<file path="config.mk">
export PLATFORM = sky130hd
export DESIGN_NAME = seg7_scan_capture_flat
export DESIGN_NICKNAME = d
export VERILOG_FILES = /design/src/rtl/seg7_pkg.sv /design/src/rtl/seg7_scan_capture_if.sv /design/src/rtl/seg7_decode.sv /design/src/rtl/seg7_scan_capture.sv /design/src/flat_wrapper.sv
export SDC_FILE = /design/constraint.sdc
export NUM_CORES = 1
export LEC_CHECK = 0
export BUFFER_PORTS_ARGS = -buffer_cell sky130_fd_sc_hd__buf_2
export CORE_MARGIN = 2
export CORE_UTILIZATION = 30
export DETAILED_ROUTE_END_ITERATION = 12
export HOLD_SLACK_MARGIN = 0.12
export PLACE_DENSITY = 0.54
export SLEW_MARGIN = 20
export SYNTH_ARGS = -nofsm -noshare
export SYNTH_HDL_FRONTEND = slang
export SYNTH_HIERARCHICAL = 1
export SYNTH_SLANG_ARGS = --single-unit
</file>
<file path="constraint.sdc">
create_clock -name clk -period 3.34 [get_ports clk]
set_input_delay 0.668 -clock clk [delete_from_list [all_inputs] [get_ports clk]]
set_output_delay 0.668 -clock clk [all_outputs]
set_load 0.01 [all_outputs]
</file>
<file path="src/rtl/seg7_pkg.sv">
// Segment-bus constants shared by the 7-segment encoder and the scan capture.
// Code patterns are active-high {a,b,c,d,e,f,g}, MSB = a.
package seg7_pkg;
  localparam int SEG_A  = 7;
  localparam int SEG_B  = 6;
  localparam int SEG_C  = 5;
  localparam int SEG_D  = 4;
  localparam int SEG_E  = 3;
  localparam int SEG_F  = 2;
  localparam int SEG_G  = 1;
  localparam int SEG_DP = 0;

  localparam logic [6:0] SEG_CODES [16] = '{
    7'b1111110, 7'b0110000, 7'b1101101, 7'b1111001,
    7'b0110011, 7'b1011011, 7'b1011111, 7'b1110000,
    7'b1111111, 7'b1111011, 7'b1110111, 7'b0011111,
    7'b1001110, 7'b0111101, 7'b1001111, 7'b1000111
  };

  // Older drivers light segments a,b,c,f,g without e for 'A'
  localparam logic [6:0] SEG_ALIAS_A = 7'b1110011;
  localparam logic [6:0] SEG_BLANK   = 7'b0000000;

  typedef enum logic [1:0] {ST_IDLE, ST_SETTLE, ST_HOLD} scan_st_e;
endpackage

</file>
<file path="src/rtl/seg7_scan_capture_if.sv">
// Display bus (seg_n/an_n) plus the captured register image and status.
interface seg7_scan_capture_if #(parameter int NDIG = 8);
  localparam int IW = (NDIG > 1) ? $clog2(NDIG) : 1;

  logic [7:0]        seg_n;
  logic [NDIG-1:0]   an_n;
  logic [4*NDIG-1:0] digits;
  logic [NDIG-1:0]   dp;
  logic [NDIG-1:0]   dig_valid;
  logic [NDIG-1:0]   dig_err;
  logic [NDIG-1:0]   dig_blank;
  logic              upd_valid;
  logic [IW-1:0]     upd_idx;
  logic              frame_done;

  modport master (
    output seg_n, an_n,
    input  digits, dp, dig_valid, dig_err, dig_blank, upd_valid, upd_idx, frame_done
  );
  modport slave (
    input  seg_n, an_n,
    output digits, dp, dig_valid, dig_err, dig_blank, upd_valid, upd_idx, frame_done
  );
endinterface

</file>
<file path="src/rtl/seg7_decode.sv">
// Active-high segment pattern back to hex; blank and undecodable flagged.
module seg7_decode
  import seg7_pkg::*;
(
  input  logic [6:0] pat,
  output logic       hit,
  output logic       blank,
  output logic [3:0] val
);
  always_comb begin
    hit   = 1'b0;
    val   = 4'h0;
    blank = (pat == SEG_BLANK);
    for (int k = 0; k < 16; k++) begin
      if (pat == SEG_CODES[k]) begin
        hit = 1'b1;
        val = k[3:0];
      end
    end
    if (pat == SEG_ALIAS_A) begin
      hit = 1'b1;
      val = 4'hA;
    end
  end
endmodule

</file>
<file path="src/rtl/seg7_scan_capture.sv">
// Watches a multiplexed active-low 7-seg bus, commits each digit once its
// sample has been seen STABLE times, and keeps a per-digit register image.
module seg7_scan_capture
  import seg7_pkg::*;
#(
  parameter int NDIG   = 8,
  parameter int STABLE = 4
) (
  input logic               clk,
  input logic               rst,
  seg7_scan_capture_if.slave bus
);
  localparam int IW = (NDIG > 1) ? $clog2(NDIG) : 1;
  localparam int CW = $clog2(STABLE + 1);
  localparam int SW = 8 + NDIG;

  logic [SW-1:0]     samp, s_q;
  logic              valid, same, commit;
  scan_st_e          st;
  logic [CW-1:0]     cnt;
  logic [IW-1:0]     s_idx;
  logic [6:0]        pat;
  logic              hit, blank;
  logic [3:0]        val;
  logic [NDIG-1:0]   seen_q, seen_nxt;

  logic [4*NDIG-1:0] digits_q;
  logic [NDIG-1:0]   dp_q, vld_q, err_q, blk_q;
  logic              upd_q, frame_q;
  logic [IW-1:0]     idx_q;

  assign samp  = {bus.seg_n, bus.an_n};
  assign valid = $onehot(~bus.an_n);
  assign same  = (samp == s_q);

  // s_q is always a valid selection while in SETTLE, so commit decodes it
  assign commit = (st == ST_SETTLE) && (cnt == CW'(STABLE));
  assign pat    = ~s_q[SW-1:NDIG+1];

  always_comb begin
    s_idx = '0;
    for (int i = 0; i < NDIG; i++)
      if (!s_q[i]) s_idx = IW'(i);
  end

  assign seen_nxt = seen_q | (NDIG'(1) << s_idx);

  seg7_decode u_dec (.pat(pat), .hit(hit), .blank(blank), .val(val));

  always_ff @(posedge clk or posedge rst) begin
    if (rst) begin
      s_q      <= '0;
      st       <= ST_IDLE;
      cnt      <= '0;
      seen_q   <= '0;
      digits_q <= '0;
      dp_q     <= '0;
      vld_q    <= '0;
      err_q    <= '0;
      blk_q    <= '0;
      upd_q    <= 1'b0;
      frame_q  <= 1'b0;
      idx_q    <= '0;
    end else begin
      s_q     <= samp;
      upd_q   <= commit;
      frame_q <= 1'b0;

      if (commit) begin
        idx_q        <= s_idx;
        vld_q[s_idx] <= 1'b1;
        dp_q[s_idx]  <= ~s_q[NDIG];
        err_q[s_idx] <= ~hit & ~blank;
        blk_q[s_idx] <= blank;
        if (hit) digits_q[4*int'(s_idx) +: 4] <= val;
        // the completing commit starts the next frame from an empty mask
        if (&seen_nxt) begin
          frame_q <= 1'b1;
          seen_q  <= '0;
        end else begin
          seen_q  <= seen_nxt;
        end
      end

      case (st)
        ST_IDLE: begin
          if (valid) begin
            st  <= ST_SETTLE;
            cnt <= CW'(1);
          end else begin
            cnt <= '0;
          end
        end
        default: begin
          if (!valid) begin
            st  <= ST_IDLE;
            cnt <= '0;
          end else if (!same) begin
            st  <= ST_SETTLE;
            cnt <= CW'(1);
          end else if (st == ST_SETTLE) begin
            if (commit) st  <= ST_HOLD;
            else        cnt <= cnt + CW'(1);
          end
        end
      endcase
    end
  end

  assign bus.digits     = digits_q;
  assign bus.dp         = dp_q;
  assign bus.dig_valid  = vld_q;
  assign bus.dig_err    = err_q;
  assign bus.dig_blank  = blk_q;
  assign bus.upd_valid  = upd_q;
  assign bus.upd_idx    = idx_q;
  assign bus.frame_done = frame_q;
endmodule

</file>
<file path="src/flat_wrapper.sv">
// flat-port wrapper written by rule: the top's interface ports become plain ports
module seg7_scan_capture_flat import seg7_pkg::*;
#(
  parameter int NDIG   = 8,
  parameter int STABLE = 4
)
  (clk, rst, bus_seg_n, bus_an_n, bus_digits, bus_dp, bus_dig_valid, bus_dig_err, bus_dig_blank, bus_upd_valid, bus_upd_idx, bus_frame_done);
  seg7_scan_capture_if #(.NDIG(NDIG)) bus_i ();
  input logic clk;
  input logic rst;
  input wire logic [$bits(bus_i.seg_n)-1:0] bus_seg_n;
  input wire logic [$bits(bus_i.an_n)-1:0] bus_an_n;
  output wire logic [$bits(bus_i.digits)-1:0] bus_digits;
  output wire logic [$bits(bus_i.dp)-1:0] bus_dp;
  output wire logic [$bits(bus_i.dig_valid)-1:0] bus_dig_valid;
  output wire logic [$bits(bus_i.dig_err)-1:0] bus_dig_err;
  output wire logic [$bits(bus_i.dig_blank)-1:0] bus_dig_blank;
  output wire logic [$bits(bus_i.upd_valid)-1:0] bus_upd_valid;
  output wire logic [$bits(bus_i.upd_idx)-1:0] bus_upd_idx;
  output wire logic [$bits(bus_i.frame_done)-1:0] bus_frame_done;
  assign bus_i.seg_n = bus_seg_n;
  assign bus_i.an_n = bus_an_n;
  assign bus_digits = bus_i.digits;
  assign bus_dp = bus_i.dp;
  assign bus_dig_valid = bus_i.dig_valid;
  assign bus_dig_err = bus_i.dig_err;
  assign bus_dig_blank = bus_i.dig_blank;
  assign bus_upd_valid = bus_i.upd_valid;
  assign bus_upd_idx = bus_i.upd_idx;
  assign bus_frame_done = bus_i.frame_done;
  seg7_scan_capture #(.NDIG(NDIG), .STABLE(STABLE)) u_core (.clk(clk), .rst(rst), .bus(bus_i));
endmodule
</file>
; Yosys cells after proc, flatten, opt, wreduce, memory -nomap -nowiden
; Cells that the tools add are included.
[word_totals]
regBits = 98
in_bits = 18
output_inout_bits = 69
elab_cells = 128
[op_classes]
n_addsub = 9
magnitude_cmp = 2
n_eq_ne = 25
shifts = 3
n_mux = 61
bitwise_logic = 8
reduce_logical = 8
[op_table]
columns = op, n
row1 = 7-bit equality test (second input constant), 13
row2 = 4-bit 2-to-1 mux, 15
row3 = 5-bit negation with 33-bit output, 1
row4 = 4-bit by 33-bit variable shift with 32-bit output (first input constant), 1
row5 = 4-bit by 33-bit variable part select with 32-bit output, 1
row6 = 32-bit bitwise mux, 1
row7 = 3-bit 2-to-1 mux, 9
row8 = 8-bit bitwise mux, 3
row9 = 1-bit 2-to-1 mux, 23
row10 = 7-bit by 6-bit equality test with 1-bit output (second input constant), 3
row11 = 16-bit equality test, 1
row12 = 2-bit 2-to-1 mux, 8
row13 = 8-bit bitwise OR, 2
row14 = 4-bit adder, 3
row15 = 4-bit != test (second input constant), 3
row16 = 1-bit by 1-bit adder with 2-bit output, 4
row17 = 8-bit 2-to-1 mux, 1
row18 = 8-bit inverter, 1
row19 = 8-bit AND reduction, 1
row20 = 1-bit by 3-bit left shift with 8-bit output (first input constant), 1
row21 = 7-bit by 5-bit equality test with 1-bit output (second input constant), 1
row22 = 7-bit logical NOT, 1
row23 = 7-bit inverter, 1
row24 = 4-bit by 1-bit equality test with 1-bit output (second input constant), 1
row25 = 13 further kinds, 17

; Logic depth before layout (Yosys ltp)
[depth]
depth_word = 22
depth_mapped = 12
depth_no_buf = 12

; Modules after synthesis
; Netlist, hierarchy kept.
[by_module_without_submodules]
columns = mod, instances, cells_per_inst, area_per_inst_um2, seq_area_each_um2
row1 = seg7_scan_capture, 1, 345, 4291.6, 2452.4
row2 = seg7_decode, 1, 52, 375.4, 0.0

; Least setup slack after synthesis
; Ideal clock, no wire load.
[synth_path]
path_type = input to register
start = input port bus_an_n[0]
end = register u_core.cnt[2]
setup_time_ns = 0.094
arrival_time_ns = 3.498
required_time_ns = 3.246
setup_slack_ns = -0.252
stages = 12
path_buffers = 0
cell_sequence = fa_1 -> inv_1 -> fa_1 -> fa_1 -> ha_1 -> inv_1 -> fa_1 -> a211oi_1 -> mux2_2 -> nand3_1 -> nand2b_1 -> a211oi_1
[synth_between]
elab_chain_cells = 7
elab_cells_between_ends = 12
cone_classes = add/sub (3) / eq/ne (4) / mux (3) / bitwise (1) / reduce/logical (1)
[synth_lines]
columns = element, line_no
row1 = start: declaration, flat_wrapper.sv:12  ; input wire logic [$bits(bus_i.an_n)-1:0] bus_an_n;
row2 = 8-bit inverter, seg7_scan_capture.sv:33  ; assign valid = $onehot(~bus.an_n);
row3 = 1-bit by 1-bit adder with 2-bit output (implied by the code), seg7_scan_capture.sv:33
row4 = 4-bit adder (implied by the code) (2 in series), seg7_scan_capture.sv:33
row5 = 4-bit by 1-bit equality test with 1-bit output, seg7_scan_capture.sv:33
row6 = 4-bit != test (no line) / 3-bit 2-to-1 mux (equally long branches), --
row7 = 2-bit AND reduction (no line) / 3-bit 2-to-1 mux (equally long branches), --
row8 = end signal: assignment, seg7_scan_capture.sv:103  ; else cnt <= cnt + CW'(1);
row9 = end: declaration, seg7_scan_capture.sv:20  ; logic [CW-1:0] cnt;
; Parallel ways exist; a longest one is shown, timed or not.
; A chain may end at the register's enable or synchronous reset.

; Worst setup path in the final report
[layout_path]
start = input port bus_an_n[0]
end = register u_core.cnt[0]
[layout_between]
elab_chain_cells = 7
elab_cells_between_ends = 13
cone_classes = add/sub (3) / eq/ne (4) / mux (4) / bitwise (1) / reduce/logical (1)
[layout_lines]
columns = element, line_no
row1 = 8-bit inverter, seg7_scan_capture.sv:33
row2 = 1-bit by 1-bit adder with 2-bit output (implied by the code), seg7_scan_capture.sv:33
row3 = 4-bit adder (implied by the code) (2 in series), seg7_scan_capture.sv:33
row4 = 4-bit by 1-bit equality test with 1-bit output, seg7_scan_capture.sv:33
row5 = 4-bit != test (no line) (tied with other cells), --
row6 = 2-bit AND reduction (no line) / 3-bit 2-to-1 mux (equally long branches), --
; Parallel ways exist; a longest one is shown, timed or not.

==> impl_metrics.py <==
metrics = {
    "final_layout": {
        "area_delta_synth_final_pct": 22.1,
        "postLayoutCellArea_um2": 5700,
        "fill_cells": 1531,
        "antennaDiodeCount": 0,
        "instances_no_fill": 688,
        "drive_gt1_frac": 0.372,
        "fin_nets": 529,
    },
    "timing": {
        "rsz0062_at_grt": "yes",
        "fin_crit_sh": 0.986,
        "final_hold_viol_count": 0,
        "worstMarginPinSlew_ns": 0.768,
        "min_period_ns": 3.29,
        "fin_skew_ns": 0.00528,
        "maxSlewHeadroom": 0.483,
        "finalSetupViolations": 0,
        "slew_viol_final": 0,
        "fmax_mhz": 304,
    },
    "min_path": {
        "hp-class": "primary input to async pin",
    },
    "route": {
        "drc": 0,
        "num_vias": 3412,
        "drt_iter0_drc": 156,
        "ant_nets": 0,
        "firstDrtPassIters": 4,
        "viasPerCell": 4.96,
        "wire_per_inst_um": 16.2,
        "routed_wl_mm": 11.1,
    },
    "floorplan": {
        "initial_utilization": 0.307,
        "die-width_um": 129,
        "fp-row-count": 45,
        "coreArea_um2": 15200,
        "ioPinCount": 87,
        "die_y_um": 129,
        "die_area_um2": 16600,
    },
    "clocking": {
        "clock-sinks": 98,
        "cts_buffers": 9,
        "clock_latency_ns": 0.35,
        "clk_path_buf_depth": 2,
        "cts-htree-levels": 3,
        "clkSlewWorstSetupHoldPaths_ns": 0.07,
        "cts_tree": "built",
        "root_buffer": "clkbuf_16",
        "cts_hold_buf": 0,
    },
    "pwr": {
        "p_clk_frac": 0.391,
        "sw_frac_of_total": 0.258,
        "seq_power_share": 0.502,
        "p_leak_nw": 2.92,
        "ir_drop_v": 0.000222,
        "p_int_w": 0.00182,
        "p_per_area_nw_per_um2": 431,
        "comb_power_share": 0.107,
        "power.switching_w": 0.000633,
    },
    "placement": {
        "placed_cell_area_um2": 5410,
        "gp_congestion": 0.836,
        "portBuffers": 86,
        "hpwl_mm": 8.07,
        "dp.cells": 671,
    },
    "grt": {
        "grt_pass1_wl_mm": 17.9,
        "grt_overflow": 0,
        "antenna_found_initial": 0,
        "grt_max_degree": 99,
        "track_usage": 0.140,
        "grt_pass1_vias": 3320,
    },
    "logic_synthesis": {
        "ys_ff_latch": 98,
        "synthCells": 397,
        "seq_area_frac_synth": 0.525,
        "ys_top_cells_by_area": "dfrtp_1, mux2_2, ha_1",
        "avgSynthCellArea_um2": 11.8,
        "synth_edf_count": 0,
        "synthesis.nets": 431,
        "synth_cell_types": 61,
        "yosysWarningCount": 6,
        "synthesis.area_um2": 4670,
        "yosys.cell_count.top_type": "dfrtp_1",
        "yosysTopAreaCell": "dfrtp_1",
        "synth_common_cells": "dfrtp_1, mux2_2, inv_1, o21ai_0, nor2_1",
        "ys.flop_type": "dfrtp_1",
        "synth_top_area_share": 0.525,
        "synthArstFlopShare": 1.00,
    },
    "critical_path": {
        "required_ns": 3.53,
        "path_max_fanout": 2,
        "arrival_ns": 3.49,
        "cp-start-kind": "primary input",
        "cp-end-kind": "register",
        "timing_worst_setup_path_type": "primary input to register",
    },
    "flow_run": {
        "drv_cap": 0,
    },
    "status": {
        "status": "completed",
    },
}
cells by family after synthesis:
kind of cell,Yosys count,synth area share
DFF,98,0.525
buffers and inverters,41,0.0362
muxes,44,0.105
xor gates and xnor gates,17,0.0319
AOI/OAI and AO/OA,66,0.0973
and+or+nand+nor,115,0.154
adders and majority gates,16,0.0493
critical path, stage by stage:
cell	delay, ns
buf_6	0.10
fa_1	0.53
inv_1	0.05
fa_1	0.44
fa_1	0.50
ha_2	0.19
inv_2	0.04
fa_2	0.34
buf_4	0.14
mux2_4	0.26
nand3_2	0.08
buf_4	0.11
a21oi_1	0.04
cell type report:
cell class | count | area (µm²) | area share
clock inverter | 6 | 43.8 | 0.00769
clock buffer | 10 | 229 | 0.0402
timing repair buffer | 98 | 546 | 0.0957
multi-input combinational | 258 | 2080 | 0.365
inverter | 30 | 115 | 0.0202
tap | 188 | 235 | 0.0413
sequential | 98 | 2450 | 0.430
timing repair:
action                     4_1_cts  5_1_grt
resized for setup                0        3
setup buffers                    0        1
setup endpoints to repair        0        3
metrics by stage:
step | total power, W | hold slack, ns | TNS (ns) | worst slack, ns | utilization
after floorplan | 0.00143 | 0.463 | -0.258 | -0.121 | -
after global placement | 0.00150 | 0.447 | -1.20 | -0.293 | 0.356
after detailed placement | 0.00151 | 0.448 | -1.39 | -0.327 | 0.356
after CTS | 0.00249 | 0.433 | 0 | 0.0442 | 0.373
after global routing | 0.00258 | 0.435 | -0.0817 | -0.0482 | 0.375
final | 0.00246 | 0.410 | 0 | 0.0474 | 0.375
worst paths after layout:
path	from	to	slack, ns	cells after the start
setup / recovery	bus_an_n[0]	u_core/cnt[0]$_DFFE_PP0P_	0.05	13
hold / removal	rst	u_core/s_q[8]$_DFF_PP0_	0.41	3
setup reg to reg	u_core/s_q[11]$_DFF_PP0_	u_core/bus.digits[13]$_DFFE_PP0P_	0.36	8
hold reg to reg	u_core/bus.dig_valid[7]$_DFFE_PP0P_	u_core/bus.dig_valid[7]$_DFFE_PP0P_	0.47	1
max in group asynchronous	rst	u_core/bus.digits[17]$_DFFE_PP0P_	2.49	3
min in group clk	bus_seg_n[3]	u_core/s_q[11]$_DFF_PP0_	0.45	1
placed cells by master (no fill, tap or decap), types with 3 or more instances in the layout:
master,instances
nand4_1,8
nand2_1,18
clkbuf_16,9
inv_1,26
nand3_1,7
a31oi_1,3
or3_1,3
mux2_2,40
ha_1,11
nor2_1,20
nand4b_1,4
nor3_1,3
a211oi_1,3
buf_2,84
dfrtp_1,98
o211ai_1,3
fa_1,3
and3_1,11
nand3b_1,9
xnor2_1,17
o21ai_0,21
o22ai_1,3
mux2i_1,3
or2_2,6
buf_4,11
o31ai_1,3
a21oi_1,13
nand2b_1,4
clkinv_4,3
sequential cells by signal, summed over array words and instances (netlist names):
signal / cells
u_core/bus.digits: 32
u_core/s_q: 16
u_core/bus.dig_blank: 8
u_core/bus.dig_err: 8
u_core/bus.dig_valid: 8
u_core/bus.dp: 8
u_core/seen_q: 8
u_core/bus.upd_idx: 3
u_core/cnt: 3
u_core/st: 2
u_core/bus.frame_done: 1
u_core/bus.upd_valid: 1
layer usage:
layer | track usage | wire (µm)
met5 | 0 | 0
met4 | 0.0345 | 130
met3 | 0.0391 | 527
met2 | 0.225 | 5300
met1 | 0.188 | 5180
power by group through the flow:
stage                     Clock [W]  Sequential, W  Combinational, W
final                      0.000960        0.00123          0.000263
after global routing        0.00104        0.00124          0.000295
after CTS                   0.00100        0.00123          0.000259
after detailed placement          0        0.00126          0.000257
after global placement            0        0.00125          0.000248
after floorplan                   0        0.00124          0.000185
No activity file was read; power rests on OpenSTA's default activity.
